--- src/rtl/irq_prio_ctrl.sv ---
// rtl/irq_prio_ctrl.sv - fixed-priority preemptive interrupt controller with nesting stack
// Optional macro IRQ_PRIO_PREEMPT_EN enables nested preemption; without it only one handler is active.
module irq_prio_ctrl #(
    parameter int          N_SRC      = 4,
    parameter logic [15:0] VEC_BASE   = 16'h0020,
    parameter logic [15:0] VEC_STRIDE = 16'h0020,
    parameter int          MAX_DEPTH  = 3
) (
    input  logic             i_clk,
    input  logic             i_rst,
    input  logic [N_SRC-1:0] i_irq_src,
    input  logic [N_SRC-1:0] i_irq_en,
    input  logic             i_gie,
    input  logic             i_take_ok,
    input  logic             i_iret,
    input  logic [N_SRC-1:0] i_pend_clr,
    output logic             o_irq_take,
    output logic [15:0]      o_irq_vector,
    output logic             o_in_irq,
    output logic [1:0]       o_irq_depth,
    output logic [N_SRC-1:0] o_pending
);

    localparam int SW = (N_SRC > 1) ? $clog2(N_SRC) : 1;
    localparam int LW = SW + 1;

`ifdef IRQ_PRIO_PREEMPT_EN
    localparam logic [1:0] DEPTH_LIMIT = 2'(MAX_DEPTH);
`else
    localparam logic [1:0] DEPTH_LIMIT = 2'd1;
`endif

    logic [N_SRC-1:0] src_q;
    logic [N_SRC-1:0] pending;
    logic [N_SRC-1:0] set_mask;
    logic [N_SRC-1:0] clr_mask;
    logic [SW-1:0]    stack [MAX_DEPTH];
    logic [1:0]       depth;
    logic [1:0]       top;
    logic [SW-1:0]    cand;
    logic [SW-1:0]    cand_q;
    logic             cand_vld;
    logic [LW-1:0]    cur_lvl;
    logic             issue;
    logic             pop;
    logic             take;
    logic [15:0]      vector;

    assign top = depth - 2'd1;
    assign pop = i_iret && (depth != 2'd0);

    // Levels are source index + 1 so that level 0 means "no handler active".
    always_comb begin
        cur_lvl = '0;
        if (depth != 2'd0) begin
            cur_lvl = LW'(stack[top]) + LW'(1);
        end
    end

    // Later iterations override earlier ones, so the highest eligible index wins.
    always_comb begin
        cand     = '0;
        cand_vld = 1'b0;
        for (int k = 0; k < N_SRC; k++) begin
            if (pending[k] && i_irq_en[k]) begin
                cand     = SW'(k);
                cand_vld = 1'b1;
            end
        end
    end

    always_comb begin
        issue = i_gie && i_take_ok && cand_vld && !take
                && ((LW'(cand) + LW'(1)) > cur_lvl)
                && (depth < DEPTH_LIMIT);
    end

    // A new edge in the same cycle as a clear keeps the bit set.
    assign set_mask = i_irq_src & ~src_q;
    assign clr_mask = i_pend_clr | (take ? (N_SRC'(1) << cand_q) : '0);

    always_ff @(posedge i_clk) begin
        if (i_rst) begin
            src_q   <= '0;
            pending <= '0;
            depth   <= 2'd0;
            take    <= 1'b0;
            vector  <= 16'h0000;
            cand_q  <= '0;
            for (int i = 0; i < MAX_DEPTH; i++) begin
                stack[i] <= '0;
            end
        end else begin
            src_q   <= i_irq_src;
            pending <= set_mask | (pending & ~clr_mask);
            take    <= issue;
            if (issue) begin
                cand_q <= cand;
                vector <= VEC_BASE + VEC_STRIDE * 16'(cand);
            end
            // The take pulse ends here: commit, with a coincident iret popping first.
            if (take && pop) begin
                stack[top] <= cand_q;
            end else if (take) begin
                stack[depth] <= cand_q;
                depth        <= depth + 2'd1;
            end else if (pop) begin
                depth <= depth - 2'd1;
            end
        end
    end

    assign o_irq_take   = take;
    assign o_irq_vector = vector;
    assign o_irq_depth  = depth;
    assign o_in_irq     = (depth != 2'd0);
    assign o_pending    = pending;

endmodule

--- config.mk ---
export PLATFORM = sky130hd
export DESIGN_NAME = irq_prio_ctrl
export DESIGN_NICKNAME = d
export VERILOG_FILES = /design/src/rtl/irq_prio_ctrl.sv
export SDC_FILE = /design/constraint.sdc
export NUM_CORES = 1
export LEC_CHECK = 0
export CORE_UTILIZATION = 30
export CTS_BUF_LIST = sky130_fd_sc_hd__clkbuf_4 sky130_fd_sc_hd__clkbuf_8
export DETAILED_ROUTE_END_ITERATION = 10
export SLEW_MARGIN = 10
export SYNTH_ARGS = -nofsm -noshare
export SYNTH_HDL_FRONTEND = slang
export SYNTH_SLANG_ARGS = --single-unit
--- constraint.sdc ---
create_clock -name i_clk -period 6.7 [get_ports i_clk]
set_clock_uncertainty 0.2 [all_clocks]
set_input_delay 1.34 -clock i_clk [delete_from_list [all_inputs] [get_ports i_clk]]
set_output_delay 1.34 -clock i_clk [all_outputs]
set_load 0.05 [all_outputs]
==> results of run 1 <==
==> registers in the layout, summed over array words and instances (netlist names) <==
signal and count:
stack 8, o_pending 4, src_q 4, o_irq_vector 3, cand_q 2, o_irq_depth 2, o_irq_take 1
==> where the power goes <==
| group | leakage [nW] | internal [mW] | switching (mW) |
|---|---|---|---|
| sequential | 0.212 | 0.164 | 0.0197 |
| clock | 0.0357 | 0.0798 | 0.0455 |
| combinational | 0.398 | 0.107 | 0.167 |
==> worst min path at each step <==
stage,start,endpoint,cells past startpoint
floorplan,src_q[2]$_SDFF_PP0_,o_pending[2]$_SDFF_PP0_,2
global placement,src_q[2]$_SDFF_PP0_,o_pending[2]$_SDFF_PP0_,2
detailed placement,src_q[1]$_SDFF_PP0_,o_pending[1]$_SDFF_PP0_,2
CTS,src_q[1]$_SDFF_PP0_,o_pending[1]$_SDFF_PP0_,2
global route,src_q[0]$_SDFF_PP0_,o_pending[0]$_SDFF_PP0_,2
finish,src_q[1]$_SDFF_PP0_,o_pending[1]$_SDFF_PP0_,2
==> cell families after synthesis <==
group / share of synthesized area (%)
simple gates: 23.13
other cells: 0.2740
flops: 40.95
compound gates: 10.79
mux: 6.490
buf+inv: 10.69
fa+ha+maj: 6.398
xor+xnor: 1.280
==> cell type report <==
class                   count  area [µm²]  share of cell area (%)
repair buffers             27       270.3                   15.86
inverters                   8       30.03                   1.762
flip-flops and latches     24       560.5                   32.89
well taps                  52       65.06                   3.818
clock buffers               3       41.29                   2.423
clock inverters             1       30.03                   1.762
multi-input cells         101       706.9                   41.48
==> layer usage <==
metal	track usage (%)	part of all wire (%)
met5	0	0
met4	3.401	0.97
met3	3.052	4.3
met2	20.17	49
met1	13.92	46
==> layout by cell type (no fill, tap or decap), drive strengths merged, types with 2 or more instances in the layout <==
cell type	count
a21oi	3
clkbuf	3
nor2b	8
nor2	14
nand2b	4
and2	6
mux2	3
or2	3
nand3	3
dfxtp	16
inv	8
a32o	3
ha	7
a31oi	3
nand3b	3
mux4	2
nor3	4
clkdlybuf4s50	27
edfxtp	8
nand2	6
xor2	2
a31o	2
conb	13
a211oi	2
==> per-stage QoR <==
stage                     cell area (µm²)  hold slack [ps]  setup slack [ps]  util, %  cells
after CTS                            1704            283.0              2943    38.87    216
after detailed placement             1633            262.3              2984    37.24    212
final                                1704            287.3              2954    38.87    216
after global placement               1633            248.9              3047    37.24    212
after global routing                 1704            314.0              2800    38.87    216
after floorplan                      1414            242.4              3175        -    150
==> worst max-delay path, stage by stage (launching register included) <==
cell	delay (ps)
dfxtp_1	560
inv_1	190
ha_1	250
inv_1	120
clkdlybuf4s50_1	820
==> results.toml, run 1 <==
[synthesis]
synth_cell_type_count = 36
synth_area_um2 = 1369
async_reset_ff_share_pct = 0
yosysTopAreaCell = "dfxtp_1"
synth_flop_cell = "dfxtp_1"
ys_seq_area_share_pct = 40.95
yosysMostFrequentCell = "dfxtp_1"
synthTopCellsByArea = "dfxtp_1 23%, edfxtp_1 18%, buf_4 7.7%"
yosysWarnings = 0
synthTopCellsByCount = "16 x dfxtp_1, 14 x buf_4, 14 x nor2_1"
ys_seq_elements = 24
synth_edf_count = 8
synth.top_cell.area_share_pct = 23.40
synth.avg_cell_area_um2 = 9.919
synth_cells = 138

[cts]
path_clk_slew_ps = 80
cts_tree = "done"
clock_path_buffers = 2
cts_root_buffer = "clkbuf_8"
postCtsSetupBuffers = 0
ctsHtreeMaxLevel = 1
cts-hold-fix-buffers = 0
cts.sinks = 24
insertion_delay_ps = 260
numCtsBuffers = 3
post_cts_resized = 0

[setup_path]
r2r_start = "o_irq_depth[0]$_SDFFE_PP0P_"
end_kind = "output pin"
crit_end = "o_in_irq"
worst-endpoint-required_ps = 5160
regToRegSetupSlack_ps = 3230
r2r_end = "o_irq_vector[5]$_SDFFE_PP0P_"
r2r.worst_path.cells = 10
worst_setup_path_start_kind = "register"
critPathMaxFanout = 10
critPathLaunch = "o_irq_depth[0]$_SDFFE_PP0P_"
critical_path_class = "register to output pin"
worst_ep_arrival_time_ps = 2210

[die]
die-area_um2 = 4837
die_y_um = 69.55
num_rows = 24
io_pins = 41
core_um2 = 4384
die_w_um = 69.55
start_util_pct = 31.22

[power_and_ir_drop]
p_per_area_nw_per_um2 = 341.8
p_total_uw = 582.5
leakagePower_nw = 0.6463
ir_drop_uv = 131.4

[global_route]
grt_antenna_before_repair = 0
overflow = 0
grt_pass1_wl_mm = 4.429
grt_pass1_vias = 992
grtUsageTotal_pct = 11.58
grt_max_degree = 25

[finish]
nets = 189
layout-drive-gt1-share_pct = 7.927
areaGrowthSynthToFinish_pct = 24.50
nFillCells = 451
diodes = 0

[routing]
drc = 0
first_iter_violations = 35
wire_per_inst_um = 12.43
avgViaCountPerCell = 4.745
route.vias.total = 1025
routed_wl_mm = 2.685
final_antenna_net_count = 0
dr.pass1.iters = 6

[timing]
tightest_slew_ps = 848.5
period_minus_slack_ps = 3746
finalSetupTns_ps = 0
rsz0062_at_grt = "false"
period_share_pct = 55.91
slew_viol_final = 0
report.final.hold_viol_count = 0
fmax_mhz = 267.0
slew_headroom_pct = 43.25
setup_violations = 0

[hold_path]
hold_class = "register to register"

[placement]
routabilityCongestion = 0.7824
io_buffers = 27
hpwl_mm = 2.128

[flow_run]
max_cap_violations = 0

[status]
outcome = "completed"
Power figures use the tool's default switching activity.
==> run 2: changes to the inputs <==
==> constraint.sdc (replaced) <==
create_clock -name i_clk -period 3.66 [get_ports i_clk]
set_clock_uncertainty 0.2 [all_clocks]
set_input_delay 0.732 -clock i_clk [delete_from_list [all_inputs] [get_ports i_clk]]
set_output_delay 0.732 -clock i_clk [all_outputs]
set_load 0.05 [all_outputs]
==> results.toml, run 2 (synthesis results as in run 1) <==
[placement]
dpl.cell_count = 214
routabilityCongestion = 0.8466
placedInstanceArea_um2 = 1648
post-place-ws_ps = 427.9
hpwl_mm = 2.220
io_buffers = 27

[setup_path]
worst_ep_arrival_time_ps = 3170
r2r.worst_path.cells = 10
end_kind = "register"
regToRegSetupSlack_ps = 430
worst-endpoint-required_ps = 3600
critPathMaxFanout = 7
critical_path_class = "register to register"
r2r_end = "cand_q[0]$_SDFFE_PP0P_"
critPathLaunch = "o_irq_depth[1]$_SDFFE_PP0P_"
worst_setup_path_start_kind = "register"
r2r_start = "o_irq_depth[1]$_SDFFE_PP0P_"

[hold_path]
hold_class = "register to register"
hold-path-cell-count = 2
worstHoldStart = "src_q[2]$_SDFF_PP0_"
hold_path_end = "o_pending[2]$_SDFF_PP0_"

[die]
die_y_um = 69.55
core_um2 = 4384
die-area_um2 = 4837
start_util_pct = 31.22
die_w_um = 69.55
num_rows = 24
io_pins = 41

[cts]
post_cts_resized = 0
insertion_delay_ps = 270
cts_tree = "done"
path_clk_slew_ps = 90
cts_root_buffer = "clkbuf_8"
ctsHtreeMaxLevel = 1
cts-hold-fix-buffers = 0
postCtsSetupBuffers = 0
clock_path_buffers = 2
cts.sinks = 24
numCtsBuffers = 3

[timing]
holdWs_ps = 283.9
setup_violations = 0
slew_headroom_pct = 61.61
rsz0062_at_grt = "false"
period_minus_slack_ps = 3234
finalSetupTns_ps = 0
fmax_mhz = 309.2
period_share_pct = 88.36
tightest_slew_ps = 561.3
report.final.hold_viol_count = 0
slew_viol_final = 0
fin_ws_ps = 426.1

[global_route]
overflow = 0
grt_pass1_wl_mm = 4.671
grt_pass1_vias = 1031
grt_antenna_before_repair = 0
grt_max_degree = 23
grtUsageTotal_pct = 12.34

[finish]
diodes = 0
instances_no_fill = 218
regMostFlops = "stack"
final_cell_mix = "27 x clkdlybuf4s50_1, 16 x dfxtp_1, 14 x nor2_1, 13 x conb_1"
areaGrowthSynthToFinish_pct = 25.59
final_area_um2 = 1719
nets = 191
post-route-util_pct = 39.21
layout.cells.most_common = "clkdlybuf4s50_1"
layout-drive-gt1-share_pct = 9.036
largest_register_ffs = 8

[routing]
routed_wl_mm = 2.848
route.vias.total = 1009
dr.pass1.iters = 4
final_antenna_net_count = 0
drc = 0
wire_per_inst_um = 13.06
avgViaCountPerCell = 4.628
first_iter_violations = 31

[power_and_ir_drop]
p_total_mw = 1.086
ir_drop_uv = 261.3
p_per_area_nw_per_um2 = 631.8
leakagePower_nw = 0.6564

[status]
outcome = "completed"

[flow_run]
max_cap_violations = 0
## run 2: changes by cell type in the layout (fill, tap and decap cells not counted)
cell / change
buf_4: +2
## run 2: worst max path at each step
| stage | to | slack [ps] | depth (start not counted) |
|---|---|---|---|
| 2_1_floorplan | cand_q[1]$_SDFFE_PP0P_ | 140 | 11 |
| 5_1_grt | cand_q[1]$_SDFFE_PP0P_ | 270 | 10 |
| 6_report | cand_q[0]$_SDFFE_PP0P_ | 430 | 10 |
| 4_1_cts | o_irq_vector[6]$_SDFFE_PP0P_ | 430 | 10 |
| 3_5_place_dp | o_irq_vector[6]$_SDFFE_PP0P_ | 430 | 10 |
| 3_3_place_gp | o_irq_vector[6]$_SDFFE_PP0P_ | 580 | 10 |
## run 2: metal layers
| metal | track usage, % | share of wire, % |
|---|---|---|
| met5 | 0 | 0 |
| met4 | 3.401 | 1.0 |
| met3 | 3.343 | 5.2 |
| met2 | 22.33 | 50 |
| met1 | 14.17 | 44 |
## run 2: final cells by class
class                      instances  area (µm²)
inverter                           8       30.03
sequential                        24       560.5
fill                             441        2665
multi-input combinational        101       706.9
tap                               52       65.06
clock inverter                     1       30.03
timing repair buffer              29       285.3
clock buffer                       3       41.29
## run 2: where the power goes
part           switching [mW]  leakage [nW]  total (mW)  internal, mW
sequential             0.0222         0.212       0.322         0.300
combinational           0.322         0.408       0.526         0.204
clock                  0.0915        0.0357       0.238         0.146
total                   0.436         0.656        1.09         0.650
## run 2: worst max-delay path: stages (launching register included)
cell and delay [ps]:
dfxtp_1 410, inv_1 120, ha_1 420, mux4_2 340, ha_1 290, nand2_1 50, ha_1 310, nor2b_1 140
o21ai_1 120, a2111oi_0 590, a211oi_1 100
==> run 3: changes to the inputs <==
--- a/config.mk
+++ b/config.mk
@@ -8,6 +8,7 @@
 export CORE_UTILIZATION = 30
 export CTS_BUF_LIST = sky130_fd_sc_hd__clkbuf_4 sky130_fd_sc_hd__clkbuf_8
 export DETAILED_ROUTE_END_ITERATION = 10
+export RECOVER_POWER = 100
 export SLEW_MARGIN = 10
 export SYNTH_ARGS = -nofsm -noshare
 export SYNTH_HDL_FRONTEND = slang
==> results.toml, run 3 (synthesis results as in run 1) <==
[setup_path]
regToRegSetupSlack_ps = 340
r2r_end = "cand_q[0]$_SDFFE_PP0P_"
cpMostUsedCell = "ha_1"
r2r.worst_path.cells = 10
end_kind = "register"
crit_family = "adder cells"
worstPathCellList = "inv_1 -> ha_1 -> mux4_2 -> ha_1 -> nand2_1 -> ha_1 -> nor2b_1 -> o21ai_0 -> a2111oi_0 -> a211oi_1"
critPathMaxFanout = 7
worst_setup_path_start_kind = "register"
worst-endpoint-required_ps = 3580
worst_ep_arrival_time_ps = 3230
critical_path_class = "register to register"
slowest_delay_ps = 620
critPathLaunch = "o_irq_depth[1]$_SDFFE_PP0P_"
critPathSlowestCell = "a2111oi_0"
r2r_start = "o_irq_depth[1]$_SDFFE_PP0P_"
cp.buffers_inverters = 1

[global_route]
grt_antenna_before_repair = 0
grt_pass1_wl_mm = 4.671
grt_pass1_vias = 1031
overflow = 0
grtUsageTotal_pct = 12.34
grt_max_degree = 23

[cts]
postCtsSetupBuffers = 0
cts-hold-fix-buffers = 0
cts_root_buffer = "clkbuf_8"
clock_path_buffers = 2
insertion_delay_ps = 270
post_cts_resized = 0
cts.sinks = 24
ctsHtreeMaxLevel = 1
numCtsBuffers = 3
path_clk_slew_ps = 90
cts_tree = "done"

[status]
outcome = "completed"

[finish]
instances_no_fill = 218
regMostFlops = "stack"
nFillCells = 443
largest_register_ffs = 8
post-route-util_pct = 39.13
diodes = 0
seq_area_um2 = 560.5
nets = 191
final_cell_mix = "16 x dfxtp_1, 14 x nor2_1, 14 x clkdlybuf4s50_1, 13 x conb_1, 13 x dlygate4sd3_1"
areaGrowthSynthToFinish_pct = 25.32
layout-drive-gt1-share_pct = 8.434
layout.cells.most_common = "dfxtp_1"
multiInputGateArea_um2 = 706.9

[power_and_ir_drop]
power_frac_clock_pct = 22.2
leakagePower_nw = 0.6810
combPwrFrac_pct = 47.9
switching_share_pct = 40.48
ir_drop_uv = 259.2
pwr-share-seq_pct = 29.9
p_int_uw = 639.2
power_switching_uw = 434.8
p_total_mw = 1.074
p_per_area_nw_per_um2 = 626.1

[placement]
hpwl_mm = 2.220
routabilityCongestion = 0.8466
dpl.cell_count = 214
io_buffers = 27

[routing]
met2WireLength_mm = 1.428
dr_wl_met3_um = 140
routed_wl_mm = 2.847
route.vias.total = 1010
drc = 0
dr.pass1.iters = 4
avgViaCountPerCell = 4.633
final_antenna_net_count = 0
first_iter_violations = 34
wl_met1_mm = 1.248
top_layer_used = "met4"
wire_per_inst_um = 13.06

[die]
num_rows = 24
start_util_pct = 31.22
die-area_um2 = 4837
die_w_um = 69.55
io_pins = 41
die_y_um = 69.55
core_um2 = 4384

[timing]
setup_violations = 0
holdWs_ps = 285.3
slew_headroom_pct = 34.16
slew_viol_final = 0
period_minus_slack_ps = 3315
rsz0062_at_grt = "false"
tightest_slew_ps = 987.6
fmax_mhz = 301.7
report.final.hold_viol_count = 0
finalSetupTns_ps = 0
period_share_pct = 90.57

[hold_path]
hold_path_end = "o_pending[2]$_SDFF_PP0_"
hold-path-cell-count = 2
worstHoldStart = "src_q[2]$_SDFF_PP0_"
hold_class = "register to register"

[flow_run]
max_cap_violations = 0
-- run 3: cell types whose count changed in the layout (fill, tap and decap cells not counted) --
cell	delta
clkdlybuf4s50_1	-13
buf_4	-1
dlygate4sd3_1	+13
o21ai_1	-1
o21ai_0	+1
and2_0	+3
and2_1	-3
clkbuf_1	+1
-- run 3: area by class of cell --
type                    count  area share [%]
inverters                   8           1.751
well taps                  52           3.793
multi-input cells         101           41.21
repair buffers             29           16.41
clock buffers               3           2.407
flip-flops and latches     24           32.68
clock inverters             1           1.751
-- run 3: how the worst max path moves through the flow --
stage / endpoint / depth (start not counted)
3_3_place_gp: o_irq_vector[6]$_SDFFE_PP0P_ / 10
5_1_grt: cand_q[1]$_SDFFE_PP0P_ / 10
4_1_cts: o_irq_vector[6]$_SDFFE_PP0P_ / 10
3_5_place_dp: o_irq_vector[6]$_SDFFE_PP0P_ / 10
6_report: cand_q[0]$_SDFFE_PP0P_ / 10
2_1_floorplan: cand_q[1]$_SDFFE_PP0P_ / 11
-- run 3: power groups by stage --
stage	Combinational (mW)	Clock [mW]	Sequential, mW
floorplan	0.354	0	0.380
global placement	0.514	0	0.326
detailed placement	0.530	0	0.328
CTS	0.531	0.242	0.322
global route	0.560	0.250	0.325
finish	0.514	0.238	0.321
-- run 3: metrics by stage --
stage                     cell area (µm²)  setup WS (ps)
after global placement               1648          582.2
after floorplan                      1414          135.4
after CTS                            1719          426.2
after detailed placement             1648          427.9
after global routing                 1715          204.8
final                                1715          345.0
-- run 3: worst register-to-register path: cells and delay by family (launching register included) --
kind,cells,cell delay [ps]
compound gates,3,890
buf+inv,1,120
mux,1,340
simple gates,2,180
fa+ha+maj,3,1020
flops,1,410
-- run 3: routing by layer --
| metal | up-vias | global-route usage (%) |
|---|---|---|
| li1 | 507 | - |
| met5 | - | 0 |
| met2 | 29 | 22.33 |
| met3 | 4 | 3.343 |
| met1 | 470 | 14.17 |
| met4 | 0 | 3.401 |
